--- src/rtl/oc_led_pkg.sv ---
// Shared types for the oc_led LED controller and its timebase.
package oc_led_pkg;

  localparam int unsigned LedModeWidth  = 2;
  localparam int unsigned LedIndexWidth = 5;

  typedef enum logic [LedModeWidth-1:0] {
    LedModeOff     = 2'd0,
    LedModeOn      = 2'd1,
    LedModeBlink   = 2'd2,
    LedModeBreathe = 2'd3
  } LedMode;

endpackage

--- src/rtl/oc_led_timebase.sv ---
// Shared PWM/blink/breathe timebase for all LED channels.
// Breathe ramp is present only when OC_LED_CTRL_BREATHE_EN is defined.
module oc_led_timebase #(
  parameter int unsigned PwmBits    = 8,
  parameter int unsigned PwmDivide  = 16,
  parameter int unsigned BlinkWraps = 64
) (
  input  logic               clock,
  input  logic               reset,
  output logic [PwmBits-1:0] pwm_count,
  output logic               pwm_wrap_c,
`ifdef OC_LED_CTRL_BREATHE_EN
  output logic [PwmBits-1:0] ramp,
`endif
  output logic               blink_phase
);

  localparam int unsigned PreWidth   = $clog2(PwmDivide);
  localparam int unsigned BlinkWidth = (BlinkWraps > 1) ? $clog2(BlinkWraps) : 1;
  localparam logic [PreWidth-1:0]   PreLast   = PreWidth'(PwmDivide - 1);
  localparam logic [BlinkWidth-1:0] BlinkLast = BlinkWidth'(BlinkWraps - 1);
  localparam logic [PwmBits-1:0]    PwmMax    = '1;

  logic [PreWidth-1:0]   pre;
  logic [BlinkWidth-1:0] blink_count;
  logic                  pwm_tick;

  assign pwm_tick   = (pre == PreLast);
  assign pwm_wrap_c = pwm_tick && (pwm_count == PwmMax);

  // Prescaler, PWM counter and blink phase
  always_ff @(posedge clock) begin
    if (reset) begin
      pre         <= '0;
      pwm_count   <= '0;
      blink_count <= '0;
      blink_phase <= 1'b0;
    end else begin
      pre <= pwm_tick ? '0 : pre + PreWidth'(1);
      if (pwm_tick) pwm_count <= pwm_count + PwmBits'(1);
      if (pwm_wrap_c) begin
        if (blink_count == BlinkLast) begin
          blink_count <= '0;
          blink_phase <= ~blink_phase;
        end else begin
          blink_count <= blink_count + BlinkWidth'(1);
        end
      end
    end
  end

`ifdef OC_LED_CTRL_BREATHE_EN
  typedef enum logic {RampUp, RampDown} ramp_dir_e;

  ramp_dir_e           dir_q, dir_d;
  logic [PwmBits-1:0]  ramp_d;

  always_ff @(posedge clock) begin
    if (reset) begin
      dir_q <= RampUp;
      ramp  <= '0;
    end else begin
      dir_q <= dir_d;
      ramp  <= ramp_d;
    end
  end

  // Triangle: direction flips on the wrap that lands on an endpoint
  always_comb begin
    dir_d  = dir_q;
    ramp_d = ramp;
    if (pwm_wrap_c) begin
      case (dir_q)
        RampUp: begin
          ramp_d = ramp + PwmBits'(1);
          if (ramp == PwmMax - PwmBits'(1)) dir_d = RampDown;
        end
        RampDown: begin
          ramp_d = ramp - PwmBits'(1);
          if (ramp == PwmBits'(1)) dir_d = RampUp;
        end
        default: dir_d = RampUp;
      endcase
    end
  end
`endif

endmodule

--- src/rtl/oc_led_ctrl.sv ---
// Multi-channel status LED controller: off/on/blink/breathe with PWM brightness.
// Define OC_LED_CTRL_BREATHE_EN for breathe mode; otherwise mode 3 acts as on.
module oc_led_ctrl
  import oc_led_pkg::*;
#(
  parameter int unsigned LedCount   = 3,
  parameter int unsigned PwmBits    = 8,
  parameter int unsigned PwmDivide  = 16,
  parameter int unsigned BlinkWraps = 64
) (
  input  logic                     clock,
  input  logic                     reset,
  input  logic                     cfgValid,
  output logic                     cfgReady,
  input  logic [LedIndexWidth-1:0] cfgIndex,
  input  logic [LedModeWidth-1:0]  cfgMode,
  input  logic [PwmBits-1:0]       cfgBright,
  output logic                     cfgError,
  output logic [LedCount-1:0]      ledOut
);

  localparam logic [PwmBits-1:0] PwmMax = '1;

  logic [PwmBits-1:0] pwm_count;
  logic               pwm_wrap_c;
  logic               blink_phase;
  logic               cfg_fire_c;
  logic               cfg_in_range_c;
`ifdef OC_LED_CTRL_BREATHE_EN
  logic [PwmBits-1:0] ramp;
`endif

  oc_led_timebase #(
    .PwmBits    (PwmBits),
    .PwmDivide  (PwmDivide),
    .BlinkWraps (BlinkWraps)
  ) u_timebase (
    .clock       (clock),
    .reset       (reset),
    .pwm_count   (pwm_count),
    .pwm_wrap_c  (pwm_wrap_c),
`ifdef OC_LED_CTRL_BREATHE_EN
    .ramp        (ramp),
`endif
    .blink_phase (blink_phase)
  );

  assign cfg_fire_c     = cfgValid && cfgReady;
  assign cfg_in_range_c = (32'(cfgIndex) < LedCount);

  always_ff @(posedge clock) begin
    if (reset) begin
      cfgReady <= 1'b0;
      cfgError <= 1'b0;
    end else begin
      cfgReady <= 1'b1;
      cfgError <= cfg_fire_c && !cfg_in_range_c;
    end
  end

  for (genvar i = 0; i < int'(LedCount); i++) begin : g_ch
    LedMode             shadow_mode, active_mode;
    logic [PwmBits-1:0] shadow_bright, active_bright;
    logic [PwmBits-1:0] duty_c;
    logic               wr_c;
    logic               led_q;
`ifdef OC_LED_CTRL_BREATHE_EN
    logic [2*PwmBits-1:0] prod_c;
`endif

    assign wr_c      = cfg_fire_c && (cfgIndex == LedIndexWidth'(i));
    assign ledOut[i] = led_q;

    // Active settings change only on a PWM wrap so a period is never torn
    always_ff @(posedge clock) begin
      if (reset) begin
        shadow_mode   <= LedModeOff;
        shadow_bright <= '0;
        active_mode   <= LedModeOff;
        active_bright <= '0;
        led_q         <= 1'b0;
      end else begin
        if (wr_c) begin
          shadow_mode   <= LedMode'(cfgMode);
          shadow_bright <= cfgBright;
        end
        if (pwm_wrap_c) begin
          active_mode   <= shadow_mode;
          active_bright <= shadow_bright;
        end
        led_q <= (duty_c == PwmMax) || (pwm_count < duty_c);
      end
    end

    always_comb begin
      duty_c = '0;
`ifdef OC_LED_CTRL_BREATHE_EN
      prod_c = (2*PwmBits)'(ramp) * (2*PwmBits)'(active_bright);
`endif
      case (active_mode)
        LedModeOff:   duty_c = '0;
        LedModeOn:    duty_c = active_bright;
        LedModeBlink: duty_c = blink_phase ? active_bright : '0;
`ifdef OC_LED_CTRL_BREATHE_EN
        LedModeBreathe:
          duty_c = (active_bright == PwmMax) ? ramp : prod_c[2*PwmBits-1:PwmBits];
`else
        LedModeBreathe: duty_c = active_bright;
`endif
        default:      duty_c = '0;
      endcase
    end
  end

endmodule

--- config.mk ---
export PLATFORM = sky130hd
export DESIGN_NAME = oc_led_ctrl
export DESIGN_NICKNAME = d
export VERILOG_FILES = /design/src/rtl/oc_led_pkg.sv /design/src/rtl/oc_led_timebase.sv /design/src/rtl/oc_led_ctrl.sv
export SDC_FILE = /design/constraint.sdc
export NUM_CORES = 1
export LEC_CHECK = 0
export CORE_AREA = 2 2 115 117
export DETAILED_ROUTE_END_ITERATION = 12
export DIE_AREA = 0 0 117 119
export GPL_TIMING_DRIVEN = 1
export SETUP_SLACK_MARGIN = 0.05
export SLEW_MARGIN = 15
export SYNTH_ARGS = -nofsm -noshare
export SYNTH_HDL_FRONTEND = slang
export SYNTH_SLANG_ARGS = --single-unit
--- constraint.sdc ---
create_clock -name clock -period 2.6 [get_ports clock]
set_clock_uncertainty 0.1 [all_clocks]
set_input_delay 0.39 -clock clock [delete_from_list [all_inputs] [get_ports clock]]
set_output_delay 0.39 -clock clock [all_outputs]
set_load 0.01 [all_outputs]
==> impl_metrics.toml, run 1 <==
[status]
status = "complete, no violations"

[synthesis]
ys_types = 33
synth_area_per_cell_sq_um = 8.659
syn_inst = 427
yosys_warnings = 0
async_reset_ff_share_pct = 0
synth_nets = 469
synthesis.area_sq_um = 3697
synth_edf_count = 0
synthFlopType = "dfxtp_1"
ys_seq_area_share_pct = 45.48
synth_seq_cells = 84

[worst_setup_path]
required_ns = 2.77
r2r-start = "u_timebase.pre[0]"
crit_type = "register to register"
startpoint = "u_timebase.pre[0]"
cp_data_arrival_time_ns = 2.46
cp_max_fo = 12
r2r_slack_ns = 0.32
r2r_cells = 6
crit_path_end = "u_timebase.blink_count[0]"
endpoint_kind = "register"
reg2reg_to = "u_timebase.blink_count[0]"
start_kind = "register"

[floorplanning]
rows = 42
fp.dieH_microns = 119
core_area_sq_um = 12870
num_io_pins = 23
die_x_microns = 117
initial_core_util_pct = 28.72
die_area_sq_um = 13920

[timing]
max-slew-margin-rel_pct = 60.01
worst_slew_pin_slew_ns = 0.5998
finalHoldViolCount = 0
max_freq_mhz = 437.6
slew_viol_final = 0
setup-violations-final = 0
final.period_utilization_pct = 87.88
fin_setup_tns_ns = 0
setup_slack_ns = 0.3150
finalCriticalPeriod_ns = 2.285
rsz0062_at_grt = "no"

[clock_tree]
cts_buffers = 9
clk_pin_slew_ns = 0.06
cts.sinks = 84
clock_latency_ns = 0.34
post_cts_buffers = 0
postCtsResizedCells = 0
htreeDepth = 3
cts.hold.buffers_added = 0
cts_tree = "built"
root_buffer = "clkbuf_16"
clk_path_buf_depth = 2

[global_routing]
grt_pass1_vias = 2871
grt_max_degree = 61
antenna_found_initial = 0
grt_pass1_wl_mm = 14.23
grt.total_usage_pct = 12.97
overflow = 0

[power]
max-vdd-ir-drop_mv = 0.3937
leakagePower_uw = 0.001585
powerDensity_nw_per_um2 = 613.3

[worst_hold_path]
hp-start = "g_ch[0].shadow_bright[5]"
hp-class = "register to register"

[drt]
antenna_left = 0
routed_wl_mm = 8.376
drt_iter0_markers = 118
wl_per_cell_microns = 13.38
firstDrtPassIters = 4
viasPerCell = 4.712
drc = 0
num_vias = 2950

[place]
place_hpwl_mm = 5.907
place_ws_ns = 0.2233
portBuffers = 22
gp_congestion = 0.8184

[layout]
fin_nets = 487
diodes = 0
drive_gt1_share_pct = 7.333
synthToLayoutAreaGrowth_pct = 19.15

[run]
max_cap_violations = 0
kinds of logic (layout without fill, tap and decap cells):
kind of cell / after synthesis / after routing / synth area share, %
multiplexers: 31 / 31 / 8.393
flip-flops: 84 / 84 / 45.48
adder cells (fa/ha/maj): 24 / 24 / 8.122
XOR/XNOR: 7 / 7 / 1.658
buffers and inverters: 28 / 51 / 3.553
AND/OR/NAND/NOR: 179 / 179 / 21.56
AO/OA/AOI/OAI: 74 / 74 / 11.24
sequential cells by signal, indices dropped and copies added (netlist names):
signal and cells:
cfgReady 1, u_timebase.blink_count 6, g_ch.shadow_bright 24, g_ch.active_mode 6, u_timebase.pre 4, u_timebase.pwm_count 8, g_ch.shadow_mode 6, g_ch.active_bright 24
u_timebase.blink_phase 1, g_ch.led_q 3, cfgError 1
worst min-delay path by stage:
stage | end | slack, ns | cells after the start
5_1_grt | g_ch[1].active_bright[0] | 0.37 | 2
3_3_place_gp | g_ch[1].active_bright[0] | 0.34 | 2
3_5_place_dp | g_ch[0].active_bright[1] | 0.35 | 2
2_1_floorplan | g_ch[0].active_bright[5] | 0.33 | 2
4_1_cts | g_ch[0].active_bright[1] | 0.35 | 2
6_report | g_ch[0].active_bright[5] | 0.35 | 2
report_power, final:
part           total, uW  leakage, uW  internal (uW)  switching [uW]
Clock               1320     0.000142            777             547
Combinational       79.0     0.000766           35.5            43.5
Sequential          1300     0.000678           1290            5.38
cell usage after synthesis, types with 2 or more instances:
library cell	n	share of area, %
and4_1	3	0.71
nand3_1	3	0.41
clkbuf_1	10	1.0
inv_1	4	0.41
nand4_1	12	2.0
xnor2_1	3	0.71
o31ai_1	3	0.61
ha_1	24	8.1
buf_1	4	0.41
nor4_1	2	0.34
xor2_1	4	0.95
nand2_1	96	9.7
o41ai_1	3	0.71
o21ai_0	8	1.1
buf_4	3	0.61
o211ai_1	3	0.61
nor3_1	3	0.41
mux2i_1	31	8.4
or3_1	6	1.0
nor2_1	42	4.3
dfxtp_1	84	45
a21oi_1	51	6.9
nand4b_1	2	0.47
a31o_2	3	0.71
and3_1	3	0.51
buf_2	6	0.81
or4_1	3	0.61
a21o_1	3	0.61
layout by cell type, fill, tap and decap left out, types with 4 or more instances in the layout:
| master | count |
|---|---|
| clkbuf_16 | 9 |
| nand4_1 | 12 |
| o21ai_0 | 8 |
| xor2_1 | 4 |
| nand2_1 | 96 |
| dfxtp_1 | 84 |
| mux2i_1 | 31 |
| nor2_1 | 42 |
| ha_1 | 24 |
| clkdlybuf4s50_1 | 21 |
| inv_1 | 4 |
| buf_4 | 9 |
| a21oi_1 | 51 |
| or3_1 | 6 |
routing by layer:
layer / global-route usage [%] / routed length, microns / up-vias
li1: - / - / 1515
met1: 17.84 / 4262 / 1381
met2: 20.09 / 3772 / 42
met3: 2.137 / 187 / 12
met4: 5.294 / 153 / 0
met5: 0 / 0 / -
stage by stage:
stage	std cells	utilization [%]	area, sq um	power [uW]	hold WS [ns]
final	626	34.22	4405	2702	0.3525
after global routing	626	34.22	4405	2801	0.3732
after CTS	626	34.22	4405	2730	0.3545
after detailed placement	610	31.82	4096	1409	0.3456
after global placement	610	31.82	4096	1407	0.3371
after floorplan	427	-	3697	1361	0.3312
critical path: stages (launching register included):
cell and delay [ns]:
dfxtp_1 0.37, ha_1 0.26, and4_1 0.30, nand4_1 0.36, buf_4 0.32, or3_1 0.36, a21oi_1 0.14
final cells by class:
type	instances	area [sq um]
fill	1366	8469
multi-input combinational	315	1897
sequential	84	1682
timing repair buffer	31	282.8
clock buffer	10	239.0
tap	176	220.2
clock inverter	6	70.07
inverter	4	15.01
(Power assumes the default switching activity.)
==> run 2: changes to the inputs <==
Settings changed: SKIP_LAST_GASP from default to 1.
Clock period 2.6 ns to 2.9 ns, I/O delays scaled along.
==> run 2 against run 1 <==
Against the previous run: register-to-register slack better by 0.25 ns; die area unchanged; routed wire length about the same; combinational power down 9.9%; via count up 1.2%; worst setup slack better by 0.25 ns; sequential power down 10%; first-iteration DRC count down 1.7%; global-route usage down 0.18 points; sequential share of layout area about the same; non-clock buffer count down 3; count of clock-buffer cells in the layout up 3; critical path type unchanged; largest power group unchanged.
==> impl_metrics.toml, run 2 (same netlist as run 1, synthesis figures left out) <==
[clock_tree]
clock_latency_ns = 0.34
cts_buffers = 9
clk_path_buf_depth = 2
cts_tree = "built"
post_cts_buffers = 0
htreeDepth = 3
clk_pin_slew_ns = 0.06
root_buffer = "clkbuf_16"
postCtsResizedCells = 0
cts.sinks = 84
cts.hold.buffers_added = 0

[worst_setup_path]
cp_data_arrival_time_ns = 2.50
cp_max_fo = 14
required_ns = 3.06
start_kind = "register"
crit_type = "register to register"
endpoint_kind = "register"

[drt]
drt_iter0_markers = 116
viasPerCell = 4.793
antenna_left = 0
drc = 0
num_vias = 2986
wl_per_cell_microns = 13.45
firstDrtPassIters = 4
routed_wl_mm = 8.382

[floorplanning]
die_area_sq_um = 13920
num_io_pins = 23
core_area_sq_um = 12870
die_x_microns = 117
fp.dieH_microns = 119
rows = 42
initial_core_util_pct = 28.72

[power]
combPwrFrac_pct = 2.9
powerDensity_nw_per_um2 = 565.1
power.share.sequential_pct = 46.8
p_sw_share_pct = 19.79
p_total_uw = 2488
pwr-share-clk_pct = 50.3
leakagePower_uw = 0.001587
net-switching-power_uw = 492.4
max-vdd-ir-drop_mv = 0.3060
internal_power_uw = 1996

[status]
status = "complete, no violations"

[timing]
final.period_utilization_pct = 80.63
setup_slack_ns = 0.5617
worst_slew_pin_slew_ns = 0.5988
rsz0062_at_grt = "no"
max-slew-margin-rel_pct = 60.08
fin_setup_tns_ns = 0
slew_viol_final = 0
finalHoldViolCount = 0
max_freq_mhz = 427.7
finalCriticalPeriod_ns = 2.338
setup-violations-final = 0

[global_routing]
antenna_found_initial = 0
grt_pass1_wl_mm = 13.89
grt.total_usage_pct = 12.79
grt_max_degree = 62
grt_pass1_vias = 2764
overflow = 0

[place]
gp_congestion = 0.7778
place_hpwl_mm = 5.892
place_ws_ns = 0.5007
portBuffers = 22
placed_cell_area_sq_um = 4074

[layout]
fin_area_sq_um = 4403
diodes = 0
synthToLayoutAreaGrowth_pct = 19.09
drive_gt1_share_pct = 6.264
utilization_pct = 34.20
layout_common_cells = "nand2_1, dfxtp_1, a21oi_1, nor2_1, mux2i_1"
final_common_cell = "nand2_1"
fin_nets = 484
reg_top3 = "g_ch.active_bright: 24 flops, g_ch.shadow_bright: 24 flops, u_timebase.pwm_count: 8 flops"

[run]
max_cap_violations = 0

[worst_hold_path]
hp-class = "register to register"
run 2: cell types whose count changed in the layout (fill, tap and decap cells not counted), sizes merged:
cell	before	now
bufinv	1	2
buf	10	7
clkinvlp	3	0
clkbuf	10	13
inv	6	4
clkinv	0	1
run 2: path summary, 6_finish.rpt:
kind / from / endpoint / slack (ns) / cells past startpoint
worst max-delay path: u_timebase.pre[0] / u_timebase.blink_count[0] / 0.56 / 6
worst max register to register: u_timebase.pre[0] / u_timebase.blink_count[0] / 0.56 / 6
worst min register to register: g_ch[1].shadow_bright[4] / g_ch[1].active_bright[4] / 0.35 / 2
worst min-delay path: g_ch[1].shadow_bright[4] / g_ch[1].active_bright[4] / 0.35 / 2
run 2: metrics by stage:
stage	cells	hold slack, ns
2_1_floorplan	427	0.3312
3_5_place_dp	607	0.3430
5_1_grt	623	0.3610
6_report	623	0.3514
4_1_cts	623	0.3513
3_3_place_gp	607	0.3421
run 2: final cells by class:
type | count | area (sq um)
Inverter | 4 | 15.01
Fill cell | 1321 | 8472
Clock buffer | 13 | 260.3
Timing Repair Buffer | 28 | 260.3
Sequential cell | 84 | 1682
Clock inverter | 3 | 68.82
Multi-Input combinational cell | 315 | 1897
Tap cell | 176 | 220.2
run 2: routing by layer:
metal	up-vias	wire (microns)	track usage, %
met5	-	0	0
met4	0	112	4.632
met3	7	303	2.799
met2	52	3977	20.56
met1	1417	3988	16.76
li1	1510	-	-
run 2: power groups by stage:
stage	registers, uW	clock network (uW)	logic [uW]
floorplan	1190	0	29.8
global placement	1190	0	70.5
detailed placement	1190	0	72.0
CTS	1170	1280	72.5
global route	1170	1340	76.5
finish	1170	1250	71.2
run 2: critical path: stages (launching register included):
cell	delay, ns
dfxtp_1	0.37
ha_1	0.27
and4_1	0.31
nand4_1	0.39
buf_4	0.34
or3_1	0.35
a21oi_1	0.14
==> run 3: changes to the inputs <==
Clock period 2.9 ns to 2 ns, I/O delays scaled along.
==> run 3 against run 2 <==
Against the previous run: utilization is 0.99 points higher; critical path depth is 1 lower; worst setup slack worse by 0.48 ns; first-iteration DRC count is 11% higher; non-clock buffer count is 17 higher; cell area is 2.9% higher; die area stayed put; register-to-register slack worse by 0.39 ns; largest cell class unchanged.
==> impl_metrics.toml, run 3 (same netlist as run 1, synthesis figures left out) <==
[status]
status = "complete, no violations"

[clock_tree]
cts_buffers = 9
cts_tree = "built"
clk_path_buf_depth = 2
clock_latency_ns = 0.34
htreeDepth = 3
clk_pin_slew_ns = 0.06
cts.sinks = 84
root_buffer = "clkbuf_16"

[timing]
slew_viol_final = 0
max-slew-margin-rel_pct = 60.25
worst_slew_pin_slew_ns = 0.5963
rsz0062_at_grt = "yes"
setup_slack_ns = 0.08490
final.period_utilization_pct = 95.76
finalCriticalPeriod_ns = 1.915
max_freq_mhz = 522.2
finalHoldViolCount = 0
setup-violations-final = 0

[drt]
drt_iter0_markers = 129
firstDrtPassIters = 4
antenna_left = 0
num_vias = 2987
drc = 0
wl_per_cell_microns = 13.23
routed_wl_mm = 8.467
viasPerCell = 4.667

[worst_hold_path]
hp-class = "input pin to register"
min_to = "cfgReady"
hp-start = "reset"
hold_depth = 2

[worst_setup_path]
r2r-start = "u_timebase.pre[0]"
required_ns = 2.10
r2r_cells = 6
reg2reg_to = "u_timebase.blink_phase"
cp_max_fo = 10
startpoint = "cfgIndex[3]"
cp_slowest_stage_delay_ns = 0.62
r2r_slack_ns = 0.17
start_kind = "input pin"
endpoint_kind = "register"
cp_slowest_cell = "or4b_4"
cp_data_arrival_time_ns = 2.02
path_cells = "clkdlybuf4s50_1 -> or3_4 -> or4b_4 -> mux2i_1 -> nor2_1"
crit_type = "input pin to register"

[layout]
drive_gt1_share_pct = 11.85
fin_area_sq_um = 4531
diodes = 0
final_common_cell = "nand2_1"
reg_top3 = "g_ch.active_bright: 24 flops, g_ch.shadow_bright: 24 flops, u_timebase.pwm_count: 8 flops"
utilization_pct = 35.19
synthToLayoutAreaGrowth_pct = 22.54
fillers = 1341
multi_input_area_sq_um = 1933
fin_nets = 501
layout_common_cells = "nand2_1, dfxtp_1, a21oi_1, nor2_1, mux2i_1"
regArea_sq_um = 1684

[place]
portBuffers = 22
gp_congestion = 0.7658
placed_cell_area_sq_um = 4207
place_ws_ns = -0.2690
place_hpwl_mm = 6.102

[global_routing]
overflow = 0
grt_pass1_wl_mm = 14.15
antenna_found_initial = 0
grt_pass1_vias = 2853
grt.total_usage_pct = 13.00
grt_max_degree = 62

[run]
max_cap_violations = 0

[floorplanning]
num_io_pins = 23
rows = 42
core_area_sq_um = 12870
die_x_microns = 117
initial_core_util_pct = 28.72
die_area_sq_um = 13920
fp.dieH_microns = 119

[power]
powerDensity_nw_per_um2 = 738.1
leakagePower_uw = 0.001651
max-vdd-ir-drop_mv = 0.4508
-- run 3: worst max path at each step --
stage                                end  slack (ns)  cells past startpoint
6_report          g_ch[2].shadow_mode[1]        0.08                      5
5_1_grt                    g_ch[2].led_q      0.0008                      7
4_1_cts                    g_ch[1].led_q        0.06                      7
3_5_place_dp      g_ch[2].shadow_mode[0]       -0.27                      5
3_3_place_gp    g_ch[2].shadow_bright[2]       -0.24                      5
2_1_floorplan  u_timebase.blink_count[5]        0.19                      5
-- run 3: area by class of cell --
type                    instances  area share, %
well taps                     176          4.861
clock inverters                 6          1.077
multi-input cells             315          42.67
inverters                       4         0.3314
flip-flops and latches         84          37.17
repair buffers                 45          8.837
clock buffers                  10          5.054
-- run 3: power by group --
group          internal, uW  switching, uW
logic                  52.3           60.8
clock network           850            693
registers              1680           5.45
-- run 3: worst max-delay path, delay by kind of cell --
family / cells / cell delay [ns]
buffers and inverters: 1 / 0.42
AND/OR/NAND/NOR: 3 / 1.09
multiplexers: 1 / 0.19
-- run 3: stage by stage --
stage | hold slack (ns) | cells | power, uW | TNS, ns
after CTS | 0.1322 | 640 | 3375 | 0
after detailed placement | 0.3481 | 623 | 1839 | -4.716
after global placement | 0.3422 | 623 | 1836 | -4.011
after global routing | 0.1315 | 640 | 3463 | 0
final | 0.1265 | 640 | 3344 | 0
after floorplan | 0.3000 | 427 | 1769 | 0
-- run 3: timing repair --
item	in CTS	in global routing
resized for setup	2	8
pin swaps	0	2
buffers inserted	1	0
hold buffers	0	0
endpoints found under the setup margin	6	36
-- run 3: metal layers --
metal | global-route usage (%) | part of all wire [%]
met1 | 17.29 | 49
met2 | 20.66 | 47
met3 | 2.952 | 2.4
met4 | 4.412 | 1.5
met5 | 0 | 0
